### src/rtl/adc_avg_pkg.sv
// Shared types and width helpers for the windowed ADC averager.
// Widths are derived here so the top and the channel datapath always agree.
package adc_avg_pkg;

  typedef enum logic {
    IDLE = 1'b0,
    ACC  = 1'b1
  } state_e;

  function automatic int acc_w(input int adc_w, input int log2_samps);
    return adc_w + log2_samps;
  endfunction

  function automatic int out_w(input int adc_w, input int frac_bits);
    return adc_w + frac_bits;
  endfunction

  function automatic int shift_s(input int log2_samps, input int frac_bits);
    return log2_samps - frac_bits;
  endfunction

  function automatic bit params_ok(input int adc_w, input int num_ch,
                                   input int log2_samps, input int frac_bits);
    return (adc_w >= 2) && (num_ch >= 1) && (log2_samps >= 1) &&
           (log2_samps <= 16) && (frac_bits >= 0) && (frac_bits <= log2_samps);
  endfunction

endpackage

### src/rtl/adc_avg_channel.sv
// One channel: signed accumulator plus round-half-up shift to the output width.
// The mean register only loads on the last accepted sample of a window.
module adc_avg_channel
  import adc_avg_pkg::*;
#(
  parameter int ADC_WIDTH  = 12,
  parameter int LOG2_SAMPS = 10,
  parameter int FRAC_BITS  = 1
) (
  input  logic                           CLK,
  input  logic                           RST_N,
  input  logic                           i_clear,
  input  logic                           i_add_en,
  input  logic                           i_last,
  input  logic [ADC_WIDTH-1:0]           i_sample,
  output logic [ADC_WIDTH+FRAC_BITS-1:0] o_mean
);

  localparam int AW = acc_w(ADC_WIDTH, LOG2_SAMPS);
  localparam int OW = out_w(ADC_WIDTH, FRAC_BITS);
  localparam int S  = shift_s(LOG2_SAMPS, FRAC_BITS);

  logic signed [AW-1:0] r_acc;
  logic signed [AW-1:0] w_sample_ext;
  logic signed [AW-1:0] w_sum;
  logic signed [OW-1:0] w_round;
  logic signed [OW-1:0] r_mean;

  assign w_sample_ext = {{LOG2_SAMPS{i_sample[ADC_WIDTH-1]}}, i_sample};
  assign w_sum        = r_acc + w_sample_ext;

  generate
    if (S > 0) begin : g_round
      // One guard bit keeps the rounding bias from wrapping the full-scale sum.
      localparam logic signed [AW:0] HALF = (AW+1)'(1) <<< (S - 1);
      logic signed [AW:0] w_sum_ext;
      assign w_sum_ext = {w_sum[AW-1], w_sum};
      assign w_round   = OW'((w_sum_ext + HALF) >>> S);
    end else begin : g_pass
      assign w_round = w_sum;
    end
  endgenerate

  always_ff @(posedge CLK or negedge RST_N) begin
    if (!RST_N) begin
      r_acc  <= '0;
      r_mean <= '0;
    end else begin
      if (i_clear)       r_acc <= '0;
      else if (i_add_en) r_acc <= i_last ? '0 : w_sum;
      if (i_add_en && i_last && !i_clear) r_mean <= w_round;
    end
  end

  assign o_mean = r_mean;

endmodule

### src/rtl/adc_window_average.sv
// Multi-channel windowed averager: shared IDLE/ACC control, sample counter and
// DONE/BUSY, with one accumulator datapath per channel.
module adc_window_average
  import adc_avg_pkg::*;
#(
  parameter int ADC_WIDTH  = 12,
  parameter int NUM_CH     = 2,
  parameter int LOG2_SAMPS = 10,
  parameter int FRAC_BITS  = 1
) (
  input  logic                                    CLK,
  input  logic                                    RST_N,
  input  logic [NUM_CH*ADC_WIDTH-1:0]             DATA_IN,
  input  logic                                    DATA_VALID,
  input  logic                                    START,
  input  logic                                    STOP,
  input  logic                                    MODE_CONT,
  output logic                                    BUSY,
  output logic                                    DONE,
  output logic [NUM_CH*(ADC_WIDTH+FRAC_BITS)-1:0] DATA_OUT
);

  localparam int OW = out_w(ADC_WIDTH, FRAC_BITS);

  generate
    if (!params_ok(ADC_WIDTH, NUM_CH, LOG2_SAMPS, FRAC_BITS)) begin : g_bad_params
      $error("adc_window_average: illegal parameter combination");
    end
  endgenerate

  state_e                            r_state;
  state_e                            w_state_nxt;
  logic [LOG2_SAMPS-1:0]             r_cnt;
  logic                              r_done;
  logic                              w_clear;
  logic                              w_add_en;
  logic                              w_last;
  logic [NUM_CH-1:0][ADC_WIDTH-1:0]  w_samples;
  logic [NUM_CH-1:0][OW-1:0]         w_means;

  // STOP dominates everything in ACC, including a final sample in that cycle.
  always_comb begin
    w_state_nxt = r_state;
    w_clear     = 1'b1;
    w_add_en    = 1'b0;
    w_last      = 1'b0;
    case (r_state)
      IDLE: if (START && !STOP) w_state_nxt = ACC;
      ACC: begin
        if (STOP) begin
          w_state_nxt = IDLE;
        end else begin
          w_clear  = 1'b0;
          w_add_en = DATA_VALID;
          w_last   = DATA_VALID && (r_cnt == '1);
          if (w_last && !MODE_CONT) w_state_nxt = IDLE;
        end
      end
      default: w_state_nxt = IDLE;
    endcase
  end

  always_ff @(posedge CLK or negedge RST_N) begin
    if (!RST_N) begin
      r_state <= IDLE;
      r_cnt   <= '0;
      r_done  <= 1'b0;
    end else begin
      r_state <= w_state_nxt;
      r_done  <= w_last;
      if (w_clear)       r_cnt <= '0;
      else if (w_add_en) r_cnt <= r_cnt + LOG2_SAMPS'(1);
    end
  end

  assign w_samples = DATA_IN;

  generate
    for (genvar c = 0; c < NUM_CH; c++) begin : g_ch
      adc_avg_channel #(
        .ADC_WIDTH (ADC_WIDTH),
        .LOG2_SAMPS(LOG2_SAMPS),
        .FRAC_BITS (FRAC_BITS)
      ) u_ch (
        .CLK     (CLK),
        .RST_N   (RST_N),
        .i_clear (w_clear),
        .i_add_en(w_add_en),
        .i_last  (w_last),
        .i_sample(w_samples[c]),
        .o_mean  (w_means[c])
      );
    end
  endgenerate

  assign DATA_OUT = w_means;
  assign BUSY     = (r_state == ACC);
  assign DONE     = r_done;

endmodule

### config.mk
export PLATFORM = sky130hd
export DESIGN_NAME = adc_window_average
export DESIGN_NICKNAME = d
export VERILOG_FILES = /design/src/rtl/adc_avg_pkg.sv /design/src/rtl/adc_avg_channel.sv /design/src/rtl/adc_window_average.sv
export SDC_FILE = /design/constraint.sdc
export NUM_CORES = 1
export LEC_CHECK = 0
export BUFFER_PORTS_ARGS = -buffer_cell sky130_fd_sc_hd__buf_2
export CAP_MARGIN = 20
export CELL_PAD_IN_SITES_DETAIL_PLACEMENT = 0
export CELL_PAD_IN_SITES_GLOBAL_PLACEMENT = 1
export CORE_MARGIN = 4
export CORE_UTILIZATION = 42
export DETAILED_ROUTE_END_ITERATION = 8
export GPL_TIMING_DRIVEN = 0
export PLACE_DENSITY = 0.82
export SYNTH_ARGS = -nofsm -noshare
export SYNTH_HDL_FRONTEND = slang
export SYNTH_HIERARCHICAL = 1
export SYNTH_SLANG_ARGS = --single-unit
export TNS_END_PERCENT = 30
### constraint.sdc
create_clock -name CLK -period 2.8 [get_ports CLK]
set_input_delay 0.42 -clock CLK [delete_from_list [all_inputs] [get_ports CLK]]
set_output_delay 0.42 -clock CLK [all_outputs]
set_load 0.02 [all_outputs]
==> impl_results.md, run 1 <==
* Status: finished, violations left
* Failing checks: negative setup slack
* Main synth FF type: dfrtp_1
* Port buffer count at 56
* Layout net count at 844
* Critical path peak fanout at 6
* Final hold vios at 0
* Top-Level Pins at 58
* Residual DRC count at 0
* Starting Density at 42.92%
* #FFs+latches synth at 82
* Sequential element share of the synthesized area at 34.31%
* Main combinational cell family by area after synthesis: compound AO/OA/AOI/OAI gates
* DP Area at 6596 µm²
* Core Area at 13930 µm²
* Crit share post-route at 112.3%
* Vias at 5508
* Skew-Pair Late Insertion Delay at 0.35 ns
* WL/cell at 16.58 µm
* Xor/xnor cell area share of the yosys netlist at 7.322%
* Drt pass-1 iters at 5
* CP cell instances: ha_4 > fa_2 > a21o_1 > a221o_2 > a211oi_4 > xnor2_2 > and4b_1 > clkbuf_8 > nand2_4 > or4_4 > nand3_2
* Inserted Clock Buffers at 9
* Slowest Stage Delay on Critical Path at 0.50 ns
* PD cells at 377.9 nW/µm²
* Cell Area, Synth at 5981 µm²
* Global-route wire length before repair at 25940 µm
* Clock-pin slew on the worst setup and hold paths at 0.06 ns
* Crit-path slowest cell: or4_4
* Vias per inst at 5.792
* DRT iter0 DRCs at 384
* Final wirelength at 15770 µm
* Area delta synth->final at 24.69%
* Antenna violations before repair at 0
* Synth Area in Simple Gates at 20.65%
* Data required time of the worst path at 3.08 ns
* Gpl congestion at 0.8644
* CTS tree: done
* Fraction of layout cells with a size suffix above 1 at 22.96%
* Worst Clk Skew at 0.008785 ns
* Number of flops mapped to enable cells by yosys at 0
* Detail Placement HPWL at 11500 µm
* FILL cells at 1249
* CTS H-tree lvls at 3
* Clock Tree Root: clkbuf_16
* CP arrival at 3.42 ns
* Post-synthesis adder-cell area fraction at 10.08%
* Critical path startpoint category: register
* Setup TNS at -3.253 ns
* Synth cell types at 58
* Register Area at 2052 µm²
* Row cnt at 43
* Cell count after synthesis at 669
* Slew Limit Headroom at 61.30%
* Compound-Gate Fraction of Synth Area at 24.12%
* Multiplexer share of the synthesized area at 1.046%
* Setup ws final at -0.3433 ns
* FMAX at 318.1 MHz
* Ys Warns at 6
* Die Y at 127.3 µm
* Peak VDD IR at 0.2772 mV
* CTS sink count at 82
* Final worst path period need at 3.143 ns
* Crit Path Category: reg -> reg
* CP Capture Type: register
* Ys async rst share at 100.0%
* Final Instance Area at 7457 µm²
* Most frequent cells in the layout: nand2_1 (84), dfrtp_1 (82), buf_2 (58)
* Leak at 0.003433 µW
* Vias in the first global route at 5327
* Layout Utilization at 53.52%
* Gr usage total at 19.39%
* Total power at 2818 µW
* Most common cell after layout, fill and taps aside: nand2_1
* Syn avg cell area at 8.940 µm²
* RSZ-0062 raised after global routing: true
* Synth area leader: dfrtp_1
* Min-Delay Path Class: in -> async
* Footprint of the multi-input gates at 4172 µm²
* Slew @ Worst Pin at 0.5804 ns
* DIE WIDTH at 127.3 µm
* Post-route ant nets at 0
* Congestion Overflow GR at 0
* Slew Viols, Final at 0
* Die footprint at 16210 µm²
* Clock Path Buffers at 2
* WHS at 0.02824 ns
* ANT cells at 0
* Largest net degree at the start of global routing at 53
* Top cells by area, synth: dfrtp_1 (34%), ha_1 (9.4%), nand2_1 (5.4%)
* Synth top area share at 34.31%
* Final setup violation count at 17
* Hold-fix buffers, CTS at 0
* Syn Nets at 746
* Maxcap violations at 0
Yosys cell counts, types with 8 or more instances:
master    count
a21o_1       14
a21oi_1      46
a22o_1       28
a31oi_1      14
and2_1        9
and3_1        8
clkbuf_1     20
dfrtp_1      82
ha_1         45
inv_1         9
nand2_1      86
nand3_1      24
nand4_1      21
nor2_1       31
o21ai_0      55
xnor2_1      22
xor2_1       28
flip-flops by register name (all words and copies together) (netlist names):
register / count
g_ch.u_ch/r_acc: 44
g_ch.u_ch/o_mean: 26
r_cnt: 10
BUSY: 1
DONE: 1
worst max-delay path: cells and delay by family (launching register included):
family | cells | cell delay (ns)
AOI/OAI and AO/OA | 3 | 0.94
adders and majority gates | 2 | 0.51
DFF | 1 | 0.41
xor gates and xnor gates | 1 | 0.14
and+or+nand+nor | 4 | 0.89
buffers and inverters | 1 | 0.18
worst paths after layout:
kind                       depth (start not counted)                                   to  slack (ns)                               start
setup / recovery                                  11  g_ch[0].u_ch/o_mean[10]$_DFFE_PN0P_       -0.34   g_ch[0].u_ch/r_acc[0]$_DFFE_PN0P_
hold / removal                                     1   g_ch[1].u_ch/r_acc[10]$_DFFE_PN0P_        0.03                               RST_N
setup reg to reg                                  11  g_ch[0].u_ch/o_mean[10]$_DFFE_PN0P_       -0.34   g_ch[0].u_ch/r_acc[0]$_DFFE_PN0P_
hold reg to reg                                    2   g_ch[1].u_ch/o_mean[0]$_DFFE_PN0P_        0.47  g_ch[1].u_ch/o_mean[0]$_DFFE_PN0P_
max in group asynchronous                          2   g_ch[0].u_ch/r_acc[17]$_DFFE_PN0P_        2.16                               RST_N
min in group CLK                                   2                       BUSY$_DFF_PN0_        0.24                                STOP
repair_timing:
action / CTS / global route
setup endpoints to repair: 39 / 51
buffers inserted: 17 / 14
pin swaps: 30 / 16
resized for setup: 33 / 42
hold endpoints to repair: 0 / 0
area by class of cell:
class | instances | share of cell area, %
multi-input cells | 550 | 55.94
clock inverters | 3 | 0.5369
clock buffers | 12 | 3.305
repair buffers | 88 | 7.383
flip-flops and latches | 82 | 27.52
well taps | 180 | 3.020
plain buffers | 26 | 1.745
inverters | 10 | 0.5537
report_power, final:
| group | internal [µW] | total (µW) | leakage, µW | switching, µW |
|---|---|---|---|---|
| Clock | 708 | 1190 | 0.000142 | 479 |
| Combinational | 169 | 435 | 0.00215 | 265 |
| Sequential | 1190 | 1200 | 0.00114 | 5.00 |
| Total | 2070 | 2820 | 0.00343 | 750 |
stage by stage:
stage	worst slack, ns	cells
3_3_place_gp	-0.6646	905
6_report	-0.3433	951
4_1_cts	-0.3056	937
3_5_place_dp	-0.6539	906
5_1_grt	-0.3910	951
2_1_floorplan	-0.2432	669
per-layer routing:
metal,global-route usage [%],vias up,routed length (µm),part of all wire (%)
met2,31.93,104,7441,47
met4,5.868,0,245,1.6
li1,-,2703,-,-
met3,3.303,18,547,3.5
met1,26.20,2683,7531,48
met5,0,-,0,0
cells by family (layout without fill, tap and decap cells):
group | Yosys count | after routing
multiplexers | 6 | 6
flip-flops | 82 | 82
XOR/XNOR | 50 | 50
AND/OR/NAND/NOR | 236 | 236
AO/OA/AOI/OAI | 211 | 211
adder cells (fa/ha/maj) | 47 | 47
buffers and inverters | 37 | 139
(Power assumes the default switching activity.)
==> run 2, diff against run 1 <==
Settings changed: CAP_MARGIN 20 to 40, PLACE_DENSITY 0.82 to 0.81, SYNTH_HIERARCHICAL 1 to not set.
==> impl_results.md, run 2 <==
* Status: finished, violations left
* Failing checks: negative setup slack
* CTS tree: done
* P_sw at 939.8 µW (+25%)
* DIE WIDTH at 126.6 µm (-0.59%)
* Worst Clk Skew at 0.009550 ns (+0.0007652 ns)
* Peak VDD IR at 0.2771 mV (about the same)
* Largest net degree at the start of global routing at 44 (-17%)
* Leak at 0.003415 µW (-0.52%)
* Most common cell after layout, fill and taps aside: dfrtp_1
* Power share of the clock group at 41.1% (-1.0 points)
* Die Y at 126.6 µm (-0.59%)
* Seq pwr share at 38.1% (-4.3 points)
* Antenna violations before repair at 0 (unchanged)
* Post-route ant nets at 0 (unchanged)
* Maxcap violations at 0 (unchanged)
* Clock Tree Root: clkbuf_16
* Clock-pin slew on the worst setup and hold paths at 0.07 ns (about the same)
* Top cells by area, synth: dfrtp_1 (35%), ha_1 (9.5%), nand2_1 (5.1%)
* Data required time of the worst path at 3.05 ns (-0.03 ns)
* Port buffer count at 57 (+1.8%)
* Gpl congestion at 0.8828 (+2.1%)
* Synth cell types at 76 (+31%)
* Slew @ Worst Pin at 0.6250 ns (+0.04453 ns)
* Worst r2r src: g_ch[0].u_ch.r_acc[0]$_DFFE_PN0P_
* Synth top area share at 34.75% (+0.44 points)
* Starting Density at 42.71% (-0.21 points)
* Area delta synth->final at 24.36%
* RSZ-0062 raised after global routing: true
* CP cell instances: ha_4 > fa_2 > a211oi_4 > o21ai_1 > a221o_1 > o22ai_2 > xor2_2 > nor3b_2 > or4b_4 > o21a_1 > o31ai_1
* Critical path peak fanout at 4 (-2)
* Post-Layout Cell Count at 928 (-2.4%)
* Slew Viols, Final at 0 (unchanged)
* Final worst path period need at 3.357 ns (+0.2133 ns)
* Slowest Stage Delay on Critical Path at 0.51 ns (about the same)
* Vias at 5277 (-4.2%)
* Fraction of layout cells with a size suffix above 1 at 24.20% (+1.2 points)
* Syn avg cell area at 9.058 µm² (+1.3%)
* #FFs+latches synth at 82 (unchanged)
* Crit Path Category: reg -> reg
* Pint at 2261 µW (+9.3%)
* Vias in the first global route at 5416 (+1.7%)
* Crit-path slowest cell: or4b_4
* WL/cell at 17.83 µm (+7.5%)
* Comb power frac at 20.8% (+5.4 points)
* ANT cells at 0 (unchanged)
* CTS H-tree lvls at 3 (unchanged)
* Drt pass-1 iters at 5 (unchanged)
* Final hold vios at 0 (unchanged)
* Final setup violation count at 20 (+3)
* Syn Nets at 729 (-2.3%)
* Skew-Pair Late Insertion Delay at 0.35 ns (about the same)
* WP buf/inv at 0 (-1)
* Critical path startpoint category: register
* Max reg flops at 44 (unchanged)
* Residual DRC count at 0 (unchanged)
* CP delay by family, top: compound AO/OA/AOI/OAI gates
* Placed Cells at 890 (-1.8%)
* Number of flops mapped to enable cells by yosys at 0 (unchanged)
* Top reg by flops: g_ch.u_ch.r_acc
* Top-Level Pins at 58 (unchanged)
* Most common cell in the synthesized netlist: dfrtp_1
* Final wirelength at 16540 µm (+4.9%)
* Die footprint at 16020 µm² (-1.2%)
* Detail Placement HPWL at 11890 µm (+3.4%)
* Core Area at 13830 µm² (-0.77%)
* Sw Share at 29.36% (+2.8 points)
* Hold-fix buffers, CTS at 0 (unchanged)
* Commonest cells in the netlist: dfrtp_1 (82), nand2_1 (81), o21ai_0 (57), nor2_1 (48), ha_1 (45)
* FILL cells at 1236 (-1.0%)
* Layout Utilization at 53.12% (-0.40 points)
* Congestion Overflow GR at 0 (unchanged)
* Crit share post-route at 119.9% (+7.6 points)
* CTS sink count at 82 (unchanged)
* DRT iter0 DRCs at 307 (-20%)
* Min-Delay Path Class: in -> async
* Main synth FF type: dfrtp_1
* Synth area leader: dfrtp_1
* Clock Path Buffers at 2 (unchanged)
* Sequential element share of the synthesized area at 34.75% (+0.44 points)
* Cell Area, Synth at 5906 µm² (-1.3%)
* Row cnt at 43 (unchanged)
* Setup crit start: g_ch[0].u_ch.r_acc[0]$_DFFE_PN0P_
* CP arrival at 3.61 ns (+0.19 ns)
* PD cells at 435.8 nW/µm² (+15%)
* Slew Limit Headroom at 58.18% (-3.1 points)
* Ys async rst share at 100.0% (unchanged)
* Most frequent cells in the layout: dfrtp_1 (82), nand2_1 (81), buf_2 (59)
* FMAX at 297.9 MHz (-6.4%)
* Inserted Clock Buffers at 9 (unchanged)
* Gr usage total at 21.51% (+2.1 points)
* Setup ws final at -0.5567 ns (-0.2133 ns)
* Global-route wire length before repair at 28050 µm (+8.1%)
* Vias per inst at 5.686 (-1.8%)
* Ys Warns at 0 (-6)
* Setup TNS at -5.043 ns (-1.789 ns)
* CP Capture Type: register
* Layout net count at 820 (-2.8%)
* Cell count after synthesis at 652 (-2.5%)
## run 2: routing by layer
metal / up-vias / wire length [µm] / global-route usage [%]
met5: - / 0 / 0
met4: 0 / 474 / 8.139
met3: 26 / 620 / 3.326
met2: 103 / 7415 / 32.78
met1: 2565 / 8033 / 30.87
li1: 2583 / - / -
## run 2: cell families (layout without fill, tap and decap cells)
kind of cell	Yosys count	after routing	share of synthesized area, %
fa+ha+maj	47	47	10.21
simple gates	226	226	19.56
compound gates	200	200	23.73
xor+xnor	57	57	8.453
mux	5	5	0.8687
flops	82	82	34.75
buf+inv	35	131	2.436
## run 2: stage by stage
stage | setup slack (ns) | hold slack (ns) | total power (µW) | area, µm²
after detailed placement | -0.8648 | 0.4400 | 1794 | 6479
after floorplan | -0.2908 | 0.1244 | 1627 | 5938
after global routing | -0.7239 | 0.09504 | 3337 | 7345
after global placement | -0.8233 | 0.4517 | 1777 | 6449
final | -0.5567 | 0.05377 | 3201 | 7345
after CTS | -0.5341 | 0.06418 | 3202 | 7214
## run 2: power by group through the flow
| stage | sequential, µW | clock, µW | combinational, µW |
|---|---|---|---|
| 6_report | 1220 | 1320 | 666 |
| 5_1_grt | 1220 | 1380 | 733 |
| 4_1_cts | 1220 | 1340 | 640 |
| 3_5_place_dp | 1240 | 0 | 554 |
| 3_3_place_gp | 1240 | 0 | 537 |
| 2_1_floorplan | 1240 | 0 | 389 |
## run 2: cell type report
| class | instances | area, µm² | share of cell area (%) |
|---|---|---|---|
| well taps | 180 | 225.2 | 3.066 |
| clock buffers | 10 | 229.0 | 3.118 |
| repair buffers | 82 | 514.2 | 7.002 |
| clock inverters | 6 | 90.09 | 1.227 |
| inverters | 13 | 48.80 | 0.6644 |
| multi-input cells | 535 | 4096 | 55.78 |
| flip-flops and latches | 82 | 2052 | 27.94 |
| plain buffers | 20 | 88.84 | 1.210 |
## run 2: worst paths after layout
check,end,slack (ns),cells after the start
hold / removal,g_ch[1].u_ch.o_mean[10]$_DFFE_PN0P_,0.05,1
setup / recovery,g_ch[0].u_ch.o_mean[12]$_DFFE_PN0P_,-0.56,11
max in group asynchronous,g_ch[0].u_ch.r_acc[5]$_DFFE_PN0P_,2.14,2
setup reg to reg,g_ch[0].u_ch.o_mean[12]$_DFFE_PN0P_,-0.56,11
min in group CLK,BUSY$_DFF_PN0_,0.25,2
hold reg to reg,g_ch[1].u_ch.o_mean[0]$_DFFE_PN0P_,0.47,2
## run 2: repair_timing
item                                    4_1_cts  5_1_grt
pin swaps                                    26       23
endpoints found under the setup margin       23       27
gates resized for setup                      65       22
buffers inserted                             23        9
## run 2: worst register-to-register path, delay by kind of cell, from the launching register on
kind | cells | cell delay, ns
compound gates | 6 | 1.36
simple gates | 2 | 0.78
fa+ha+maj | 2 | 0.54
flops | 1 | 0.41
xor+xnor | 1 | 0.19
